### config.mk
export PLATFORM = sky130hd
export DESIGN_NAME = result_writeback
export DESIGN_NICKNAME = d
export VERILOG_FILES = /design/src/rtl/result_writeback_pkg.sv /design/src/rtl/result_writeback_lane_packer.sv /design/src/rtl/result_writeback.sv
export SDC_FILE = /design/constraint.sdc
export NUM_CORES = 2
export LEC_CHECK = 0
export ABC_AREA = 1
export ABC_CLOCK_PERIOD_IN_PS = 8700
export BUFFER_PORTS_ARGS = -buffer_cell sky130_fd_sc_hd__buf_2
export CAP_MARGIN = 20
export CORE_ASPECT_RATIO = 1.75
export CORE_MARGIN = 2
export CORE_UTILIZATION = 30
export CTS_CLUSTER_DIAMETER = 200
export DETAILED_ROUTE_END_ITERATION = 10
export GPL_ROUTABILITY_DRIVEN = 0
export GPL_TIMING_DRIVEN = 0
export PLACE_DENSITY = 0.45
export SLEW_MARGIN = 10
export SYNTH_ARGS = -nofsm -noshare
export SYNTH_HDL_FRONTEND = slang
export SYNTH_SLANG_ARGS = --single-unit
### constraint.sdc
create_clock -name clk -period 8.7 [get_ports clk]
set_input_delay 0.87 -clock clk [delete_from_list [all_inputs] [get_ports clk]]
set_output_delay 0.87 -clock clk [all_outputs]
set_load 0.1 [all_outputs]
### src/rtl/result_writeback_pkg.sv
`default_nettype none
// ============================================================================
// Module  : result_writeback_pkg
// Brief   : Shared widths, constants and FSM encoding for result_writeback.
// Revision: 1.0 - initial release
// ============================================================================
package result_writeback_pkg;

  localparam int c_DATA_W     = 16;
  localparam int c_PACK       = 8;
  localparam int c_WORD_W     = c_DATA_W * c_PACK;
  localparam int c_ADDR_W     = 32;
  localparam int c_WFIFO_D    = 4;
  localparam int c_CNT_W      = 32;

  // Op sequencing: collect, push partial words, empty the FIFOs, report.
  typedef enum logic [2:0] {
    ST_IDLE  = 3'd0,
    ST_RUN   = 3'd1,
    ST_FLUSH = 3'd2,
    ST_DRAIN = 3'd3,
    ST_DONE  = 3'd4
  } wb_state_t;

endpackage
`default_nettype wire

### src/rtl/result_writeback_lane_packer.sv
`default_nettype none
// ============================================================================
// Module  : wb_lane_packer
// Brief   : Packs one engine port's results into full-width words and queues
//           them in a small FIFO; counts received results against the total.
// Revision: 1.0 - initial release
// ============================================================================
module wb_lane_packer
  import result_writeback_pkg::*;
#(
  parameter int DATA_W  = c_DATA_W,
  parameter int PACK    = c_PACK,
  parameter int WFIFO_D = c_WFIFO_D
) (
  input  logic                     clk,
  input  logic                     rst,
  input  logic                     i_start,
  input  logic                     i_run,
  input  logic                     i_flush,
  input  logic [c_CNT_W-1:0]       i_total,
  input  logic                     i_wr_en,
  input  logic [DATA_W-1:0]        i_result,
  input  logic                     i_pop,
  output logic                     o_empty,
  output logic [DATA_W*PACK-1:0]   o_data,
  output logic [PACK-1:0]          o_mask,
  output logic                     o_rcv_done,
  output logic                     o_drop
);

  localparam int IDX_W  = $clog2(PACK);
  localparam int PTR_W  = $clog2(WFIFO_D);
  localparam int WORD_W = DATA_W * PACK;
  localparam logic [PTR_W:0] c_FULL_CNT = WFIFO_D[PTR_W:0];

  logic [PACK-1:0][DATA_W-1:0] r_lanes;
  logic [IDX_W-1:0]            r_idx;
  logic [c_CNT_W-1:0]          r_count;
  logic [c_CNT_W-1:0]          r_total;
  logic [PTR_W:0]              r_wptr;
  logic [PTR_W:0]              r_rptr;
  logic [WORD_W-1:0]           r_fifo_data [WFIFO_D];
  logic [PACK-1:0]             r_fifo_mask [WFIFO_D];

  logic                        w_accept;
  logic                        w_last;
  logic                        w_push;
  logic                        w_pop;
  logic                        w_full;
  logic                        w_push_ok;
  logic [WORD_W-1:0]           w_word;
  logic [PACK-1:0]             w_mask;

  // Strobes only count in RUN and only up to the configured total.
  assign w_accept  = i_run && i_wr_en && (r_count < r_total);
  assign w_last    = w_accept && (r_idx == IDX_W'(PACK - 1));
  assign w_push    = w_last || (i_flush && (r_idx != '0));
  assign o_empty   = (r_wptr == r_rptr);
  assign w_full    = ((r_wptr - r_rptr) == c_FULL_CNT);
  assign w_pop     = i_pop && !o_empty;
  // A pop in the same cycle frees the slot, so a full FIFO still takes the push.
  assign w_push_ok = w_push && (!w_full || w_pop);
  assign o_drop    = w_push && !w_push_ok;
  assign o_rcv_done = (r_count == r_total);
  assign o_data    = r_fifo_data[r_rptr[PTR_W-1:0]];
  assign o_mask    = r_fifo_mask[r_rptr[PTR_W-1:0]];

  // Word being pushed: the top lane bypasses the lane register on a full word.
  always_comb begin
    w_word = r_lanes;
    w_mask = '0;
    if (w_last) begin
      w_word[WORD_W-1 -: DATA_W] = i_result;
    end
    for (int l = 0; l < PACK; l++) begin
      if (w_last || (l < int'(r_idx))) begin
        w_mask[l] = 1'b1;
      end
    end
  end

  // Packing index, lane register, received count and FIFO pointers.
  always_ff @(posedge clk) begin
    if (rst) begin
      r_lanes <= '0;
      r_idx   <= '0;
      r_count <= '0;
      r_total <= '0;
      r_wptr  <= '0;
      r_rptr  <= '0;
    end else if (i_start) begin
      r_lanes <= '0;
      r_idx   <= '0;
      r_count <= '0;
      r_total <= i_total;
      r_wptr  <= '0;
      r_rptr  <= '0;
    end else begin
      if (w_accept) begin
        r_count <= r_count + c_CNT_W'(1);
      end
      if (w_push) begin
        r_lanes <= '0;
      end else if (w_accept) begin
        r_lanes[r_idx] <= i_result;
      end
      if (w_last || i_flush) begin
        r_idx <= '0;
      end else if (w_accept) begin
        r_idx <= r_idx + IDX_W'(1);
      end
      if (w_push_ok) begin
        r_wptr <= r_wptr + (PTR_W+1)'(1);
      end
      if (w_pop) begin
        r_rptr <= r_rptr + (PTR_W+1)'(1);
      end
    end
  end

  // FIFO storage needs no reset; the pointers define what is valid.
  always_ff @(posedge clk) begin
    if (w_push_ok) begin
      r_fifo_data[r_wptr[PTR_W-1:0]] <= w_word;
      r_fifo_mask[r_wptr[PTR_W-1:0]] <= w_mask;
    end
  end

endmodule
`default_nettype wire

### src/rtl/result_writeback.sv
`default_nettype none
// ============================================================================
// Module  : result_writeback
// Brief   : Packs conv/pool engine results from two ports into 128-bit words
//           and issues addressed DMA write requests; pulses done per op.
// Revision: 1.0 - initial release
// ============================================================================
module result_writeback
  import result_writeback_pkg::*;
#(
  parameter int DATA_W  = c_DATA_W,
  parameter int PACK    = c_PACK,
  parameter int ADDR_W  = c_ADDR_W,
  parameter int WFIFO_D = c_WFIFO_D
) (
  input  logic                   clk,
  input  logic                   rst,
  input  logic                   i_start,
  input  logic [ADDR_W-1:0]      i_p0_base_addr,
  input  logic [ADDR_W-1:0]      i_p1_base_addr,
  input  logic [c_CNT_W-1:0]     i_p0_total,
  input  logic [c_CNT_W-1:0]     i_p1_total,
  input  logic [DATA_W-1:0]      i_p0_result,
  input  logic                   i_p0_result_wr_en,
  input  logic [DATA_W-1:0]      i_p1_result,
  input  logic                   i_p1_result_wr_en,
  output logic                   o_wr_req,
  output logic [ADDR_W-1:0]      o_wr_addr,
  output logic [DATA_W*PACK-1:0] o_wr_data,
  output logic [PACK-1:0]        o_wr_mask,
  input  logic                   i_wr_ack,
  output logic                   o_busy,
  output logic                   o_done,
  output logic                   o_overflow
);

  localparam int WORD_W = DATA_W * PACK;
  localparam logic [ADDR_W-1:0] c_ADDR_STEP = ADDR_W'(WORD_W / 8);

  wb_state_t           r_state;
  logic                r_busy;
  logic                r_done;
  logic                r_overflow;
  logic                r_wr_req;
  logic [ADDR_W-1:0]   r_wr_addr;
  logic [WORD_W-1:0]   r_wr_data;
  logic [PACK-1:0]     r_wr_mask;
  logic                r_pri_p1;
  logic [ADDR_W-1:0]   r_p0_ptr;
  logic [ADDR_W-1:0]   r_p1_ptr;

  logic                w_start;
  logic                w_run;
  logic                w_flush;
  logic                w_load;
  logic                w_gnt0;
  logic                w_gnt1;
  logic                w_p0_empty;
  logic                w_p1_empty;
  logic [WORD_W-1:0]   w_p0_data;
  logic [WORD_W-1:0]   w_p1_data;
  logic [PACK-1:0]     w_p0_mask;
  logic [PACK-1:0]     w_p1_mask;
  logic                w_p0_rcv_done;
  logic                w_p1_rcv_done;
  logic                w_p0_drop;
  logic                w_p1_drop;

  assign w_start = i_start && (r_state == ST_IDLE);
  assign w_run   = (r_state == ST_RUN);
  assign w_flush = (r_state == ST_FLUSH);

  // Output register can take a new word when empty or when its word is accepted.
  assign w_load = !r_wr_req || i_wr_ack;
  assign w_gnt0 = w_load && !w_p0_empty && (w_p1_empty || !r_pri_p1);
  assign w_gnt1 = w_load && !w_p1_empty && !w_gnt0;

  wb_lane_packer #(
    .DATA_W  (DATA_W),
    .PACK    (PACK),
    .WFIFO_D (WFIFO_D)
  ) u_pack_p0 (
    .clk        (clk),
    .rst        (rst),
    .i_start    (w_start),
    .i_run      (w_run),
    .i_flush    (w_flush),
    .i_total    (i_p0_total),
    .i_wr_en    (i_p0_result_wr_en),
    .i_result   (i_p0_result),
    .i_pop      (w_gnt0),
    .o_empty    (w_p0_empty),
    .o_data     (w_p0_data),
    .o_mask     (w_p0_mask),
    .o_rcv_done (w_p0_rcv_done),
    .o_drop     (w_p0_drop)
  );

  wb_lane_packer #(
    .DATA_W  (DATA_W),
    .PACK    (PACK),
    .WFIFO_D (WFIFO_D)
  ) u_pack_p1 (
    .clk        (clk),
    .rst        (rst),
    .i_start    (w_start),
    .i_run      (w_run),
    .i_flush    (w_flush),
    .i_total    (i_p1_total),
    .i_wr_en    (i_p1_result_wr_en),
    .i_result   (i_p1_result),
    .i_pop      (w_gnt1),
    .o_empty    (w_p1_empty),
    .o_data     (w_p1_data),
    .o_mask     (w_p1_mask),
    .o_rcv_done (w_p1_rcv_done),
    .o_drop     (w_p1_drop)
  );

  // Op sequencer with registered busy/done.
  always_ff @(posedge clk) begin
    if (rst) begin
      r_state <= ST_IDLE;
      r_busy  <= 1'b0;
      r_done  <= 1'b0;
    end else begin
      case (r_state)
        ST_IDLE: begin
          r_done <= 1'b0;
          if (i_start) begin
            r_state <= ST_RUN;
            r_busy  <= 1'b1;
          end
        end
        ST_RUN: begin
          if (w_p0_rcv_done && w_p1_rcv_done) begin
            r_state <= ST_FLUSH;
          end
        end
        ST_FLUSH: begin
          r_state <= ST_DRAIN;
        end
        ST_DRAIN: begin
          if (w_p0_empty && w_p1_empty && !r_wr_req) begin
            r_state <= ST_DONE;
            r_busy  <= 1'b0;
            r_done  <= 1'b1;
          end
        end
        ST_DONE: begin
          r_state <= ST_IDLE;
          r_done  <= 1'b0;
        end
        default: begin
          r_state <= ST_IDLE;
          r_busy  <= 1'b0;
          r_done  <= 1'b0;
        end
      endcase
    end
  end

  // Sticky drop flag and per-port write address pointers.
  always_ff @(posedge clk) begin
    if (rst) begin
      r_overflow <= 1'b0;
      r_p0_ptr   <= '0;
      r_p1_ptr   <= '0;
    end else if (w_start) begin
      r_overflow <= 1'b0;
      r_p0_ptr   <= i_p0_base_addr;
      r_p1_ptr   <= i_p1_base_addr;
    end else begin
      if (w_p0_drop || w_p1_drop) begin
        r_overflow <= 1'b1;
      end
      if (w_gnt0) begin
        r_p0_ptr <= r_p0_ptr + c_ADDR_STEP;
      end
      if (w_gnt1) begin
        r_p1_ptr <= r_p1_ptr + c_ADDR_STEP;
      end
    end
  end

  // Round-robin output register; contents held while a request is stalled.
  always_ff @(posedge clk) begin
    if (rst) begin
      r_wr_req  <= 1'b0;
      r_wr_addr <= '0;
      r_wr_data <= '0;
      r_wr_mask <= '0;
      r_pri_p1  <= 1'b0;
    end else begin
      if (w_load) begin
        if (w_gnt0) begin
          r_wr_req  <= 1'b1;
          r_wr_addr <= r_p0_ptr;
          r_wr_data <= w_p0_data;
          r_wr_mask <= w_p0_mask;
          r_pri_p1  <= 1'b1;
        end else if (w_gnt1) begin
          r_wr_req  <= 1'b1;
          r_wr_addr <= r_p1_ptr;
          r_wr_data <= w_p1_data;
          r_wr_mask <= w_p1_mask;
          r_pri_p1  <= 1'b0;
        end else begin
          r_wr_req  <= 1'b0;
        end
      end
      if (w_start) begin
        r_pri_p1 <= 1'b0;
      end
    end
  end

  assign o_wr_req   = r_wr_req;
  assign o_wr_addr  = r_wr_addr;
  assign o_wr_data  = r_wr_data;
  assign o_wr_mask  = r_wr_mask;
  assign o_busy     = r_busy;
  assign o_done     = r_done;
  assign o_overflow = r_overflow;

endmodule
`default_nettype wire

==> metrics.csv <==
stage,metric,value,unit
min_path,hp-class,in -> reg,
routing,drt_iter0_drc,4436,
floorplan,dieArea,0.2361,mm^2
logic_synthesis,yosysWarnings,0,
placed_design,dpl_cell_area,0.07652,mm^2
routing,ant_nets,0,
cts,cts-root-buf,clkbuf_16,
status,status,finished clean,
power,powerDensity,302.4,mW/mm^2
global_route,globalRoute.totalOverflow,0,
layout,drive_above_1_share,11.09,%
cts,insertion_delay,840,ps
worst_setup_path,cp-end-kind,flop,
cts,clkSlewWorstSetupHoldPaths,70,ps
sta,period_needed,4547,ps
logic_synthesis,synth_edf_count,1088,
worst_setup_path,rr_worst_depth,14,
job,drv_cap,0,
logic_synthesis,synth_cells,6783,
worst_setup_path,critical_path_arrival,5110,ps
logic_synthesis,yosys_most_used_dff,edfxtp_1,
logic_synthesis,syn_area,0.06962,mm^2
min_path,worstHoldStart,i_p0_base_addr[3],
worst_setup_path,rr_endpoint,u_pack_p1.r_fifo_data[3][57],
sta,grt_setup_unrepaired,no,
min_path,hold_end,r_p0_ptr[3],
global_route,grt_antenna_before_repair,20,
cts,clock_path_buffers,4,
floorplan,die_h,641.3,um
routing,wire_per_inst,25.71,um
floorplan,start_util,30.10,%
routing,vias,53810,
worst_setup_path,r2r_start,u_pack_p1.r_total[31],
worst_setup_path,cp.required,9260,ps
layout,nets,7598,
min_path,worstHoldPathCells,3,
power,p_leak,29.59,nW
cts,h-tree-depth,4,
worst_setup_path,crit_path_max_fanout,23,
sta,hold_violations,0,
sta,worstMarginPinSlew,1176,ps
power,peakVddDrop,279.9,uV
worst_setup_path,reg2reg_slack,4150,ps
routing,viasPerCell,5.096,
cts,cts_tree,yes,
routing,drc,0,
global_route,grt_pass1_vias,52870,
cts,post_cts_buffers,0,
sta,clock_skew,54.60,ps
layout,final_cells,10560,
layout,area_growth,18.02,%
floorplan,rows,234,
logic_synthesis,async_reset_ff_share,0,%
power,power.total,24.84,mW
placed_design,placed_cells,10230,
floorplan,die_w,368.1,um
worst_setup_path,crit_type,reg -> reg,
sta,fin_crit_sh,52.27,%
sta,setup_viol,0,
cts,numClockSinks,1734,
routing,drt-total-wl,271.5,mm
routing,firstDrtPassIters,6,
layout,fill_cells,23540,
floorplan,coreArea,0.2313,mm^2
layout,final_design_area_no_fill,0.08216,mm^2
global_route,grt_usage,22.29,%
logic_synthesis,seq_area_frac_synth,65.51,%
cts,cts_buffers,177,
cts,cts_hold_buf,0,
logic_synthesis,synth_cell_type_count,53,
worst_setup_path,critPathLaunchType,flop,
sta,slew_violations,0,
sta,fmax,0.2199,GHz
placed_design,io_buffers,304,
logic_synthesis,avgSynthCellArea,10.26,um^2
cts,cts_resized,0,
sta,holdWs,271.8,ps
sta,max_slew_margin,21.02,%
logic_synthesis,synth_seq_cells,1734,
floorplan,io_pins,338,
placed_design,detailed_place_hpwl,200.3,mm
global_route,grt_pass1_wl,380.3,mm
logic_synthesis,synth_fp_nets,7037,
global_route,grt_max_degree,26,
[critical path, cell delays in order, from the launching register on]
cell     delay, ps
dfxtp_1        310
inv_1          190
ha_1           380
nand2_1         70
nor2_1         170
nand2_1        140
nor2_1         840
nand2_1        330
nand3_2        340
nand2_2        180
nand2_1        420
nor2_4         250
buf_12         240
buf_16         180
buf_12         170
[how the worst max path moves through the flow]
| stage | from | end | slack (ps) | cells past startpoint |
|---|---|---|---|---|
| 2_1_floorplan | i_p1_result_wr_en | u_pack_p1.r_fifo_data[0][0] | 610 | 8 |
| 3_3_place_gp | i_p0_result_wr_en | u_pack_p0.r_fifo_data[3][77] | -6450 | 11 |
| 3_5_place_dp | u_pack_p1.r_total[31] | u_pack_p1.r_fifo_data[3][61] | 4110 | 14 |
| 4_1_cts | u_pack_p1.r_total[31] | u_pack_p1.r_fifo_data[3][74] | 4080 | 14 |
| 5_1_grt | u_pack_p1.r_total[31] | u_pack_p1.r_fifo_data[3][63] | 4090 | 14 |
| 6_report | u_pack_p1.r_total[31] | u_pack_p1.r_fifo_data[3][57] | 4150 | 14 |
[per-layer routing]
layer  track usage, %  wire (um)  part of all wire [%]
met1            24.92     101900                    38
met2            40.27     138100                    51
met3            3.729      15290                   5.6
met4            11.81      16130                   5.9
met5                0         69                 0.025
[stage by stage]
step                      setup WS (ps)  TNS (ps)  utilization (%)
final                              4153         0            35.52
after CTS                          4077         0            35.50
after global routing               4091         0            35.51
after global placement            -6450  -6603530            32.42
after detailed placement           4108         0            33.08
after floorplan                   609.6         0                -
[power breakdown]
group	internal (mW)	switching [mW]	total, mW
logic	1.28	6.46	7.74
registers	9.12	0.420	9.54
clock network	4.30	3.26	7.56
[cells in the final DEF (no fill, tap or decap), types with 43 or more instances in the layout]
| master | count |
|---|---|
| xor2_1 | 46 |
| nor3_1 | 43 |
| edfxtp_1 | 1088 |
| buf_2 | 397 |
| nor2_1 | 800 |
| nand2_1 | 1069 |
| clkbuf_16 | 184 |
| dfxtp_1 | 646 |
| a21oi_1 | 596 |
| ha_1 | 88 |
| nand4_1 | 87 |
| clkbuf_1 | 362 |
| o21ai_0 | 972 |
| inv_1 | 243 |
| o22ai_1 | 290 |
| nand3_1 | 144 |
[Yosys cell counts, types with 15 or more instances]
cell | n | share of area, %
nand2_1 | 1069 | 5.8
edfxtp_1 | 1088 | 47
buf_4 | 17 | 0.18
o211ai_1 | 16 | 0.17
buf_1 | 20 | 0.11
nor2_1 | 808 | 4.4
buf_2 | 93 | 0.67
o21ai_0 | 982 | 7.1
nand4_1 | 87 | 0.78
dfxtp_1 | 646 | 19
xor2_1 | 46 | 0.58
nor3_1 | 43 | 0.31
a21oi_1 | 596 | 4.3
ha_1 | 88 | 1.6
o22ai_1 | 290 | 2.6
clkbuf_1 | 330 | 1.8
inv_1 | 243 | 1.3
nor4_1 | 15 | 0.13
nand3_1 | 144 | 1.0
xnor2_1 | 20 | 0.25
[state kept, by name (all words and copies together), names as in the netlist, 128 cells and up, named ones only]
signal / flops
o_wr_data: 128
u_pack_p0.r_fifo_data: 512
u_pack_p1.r_fifo_data: 512
u_pack_p0.r_lanes: 128
u_pack_p1.r_lanes: 128
[cells by family (layout without fill, tap and decap cells)]
logic type,after synthesis,count (layout),synth area share (%)
simple gates,2225,2225,13.12
buf+inv,729,1427,4.222
fa+ha+maj,88,88,1.582
other cells,0,10,0
flops,1734,1734,65.51
compound gates,1941,1941,14.74
xor+xnor,66,66,0.8303
[final cells by class]
cell class                      count  area (um^2)  area share [%]
Sequential cell                  1734        45600           55.51
Multi-Input combinational cell   4320        21130           25.72
Buffer                            464         1957           2.382
Inverter                          265        999.7           1.217
Timing Repair Buffer              382         2999           3.650
Antenna cell                       10        25.02         0.03046
Clock buffer                      246         4997           6.082
Clock inverter                     70        605.6          0.7371
Tap cell                         3068         3839           4.672
Note: power is estimated with default switching activity, not from simulation.
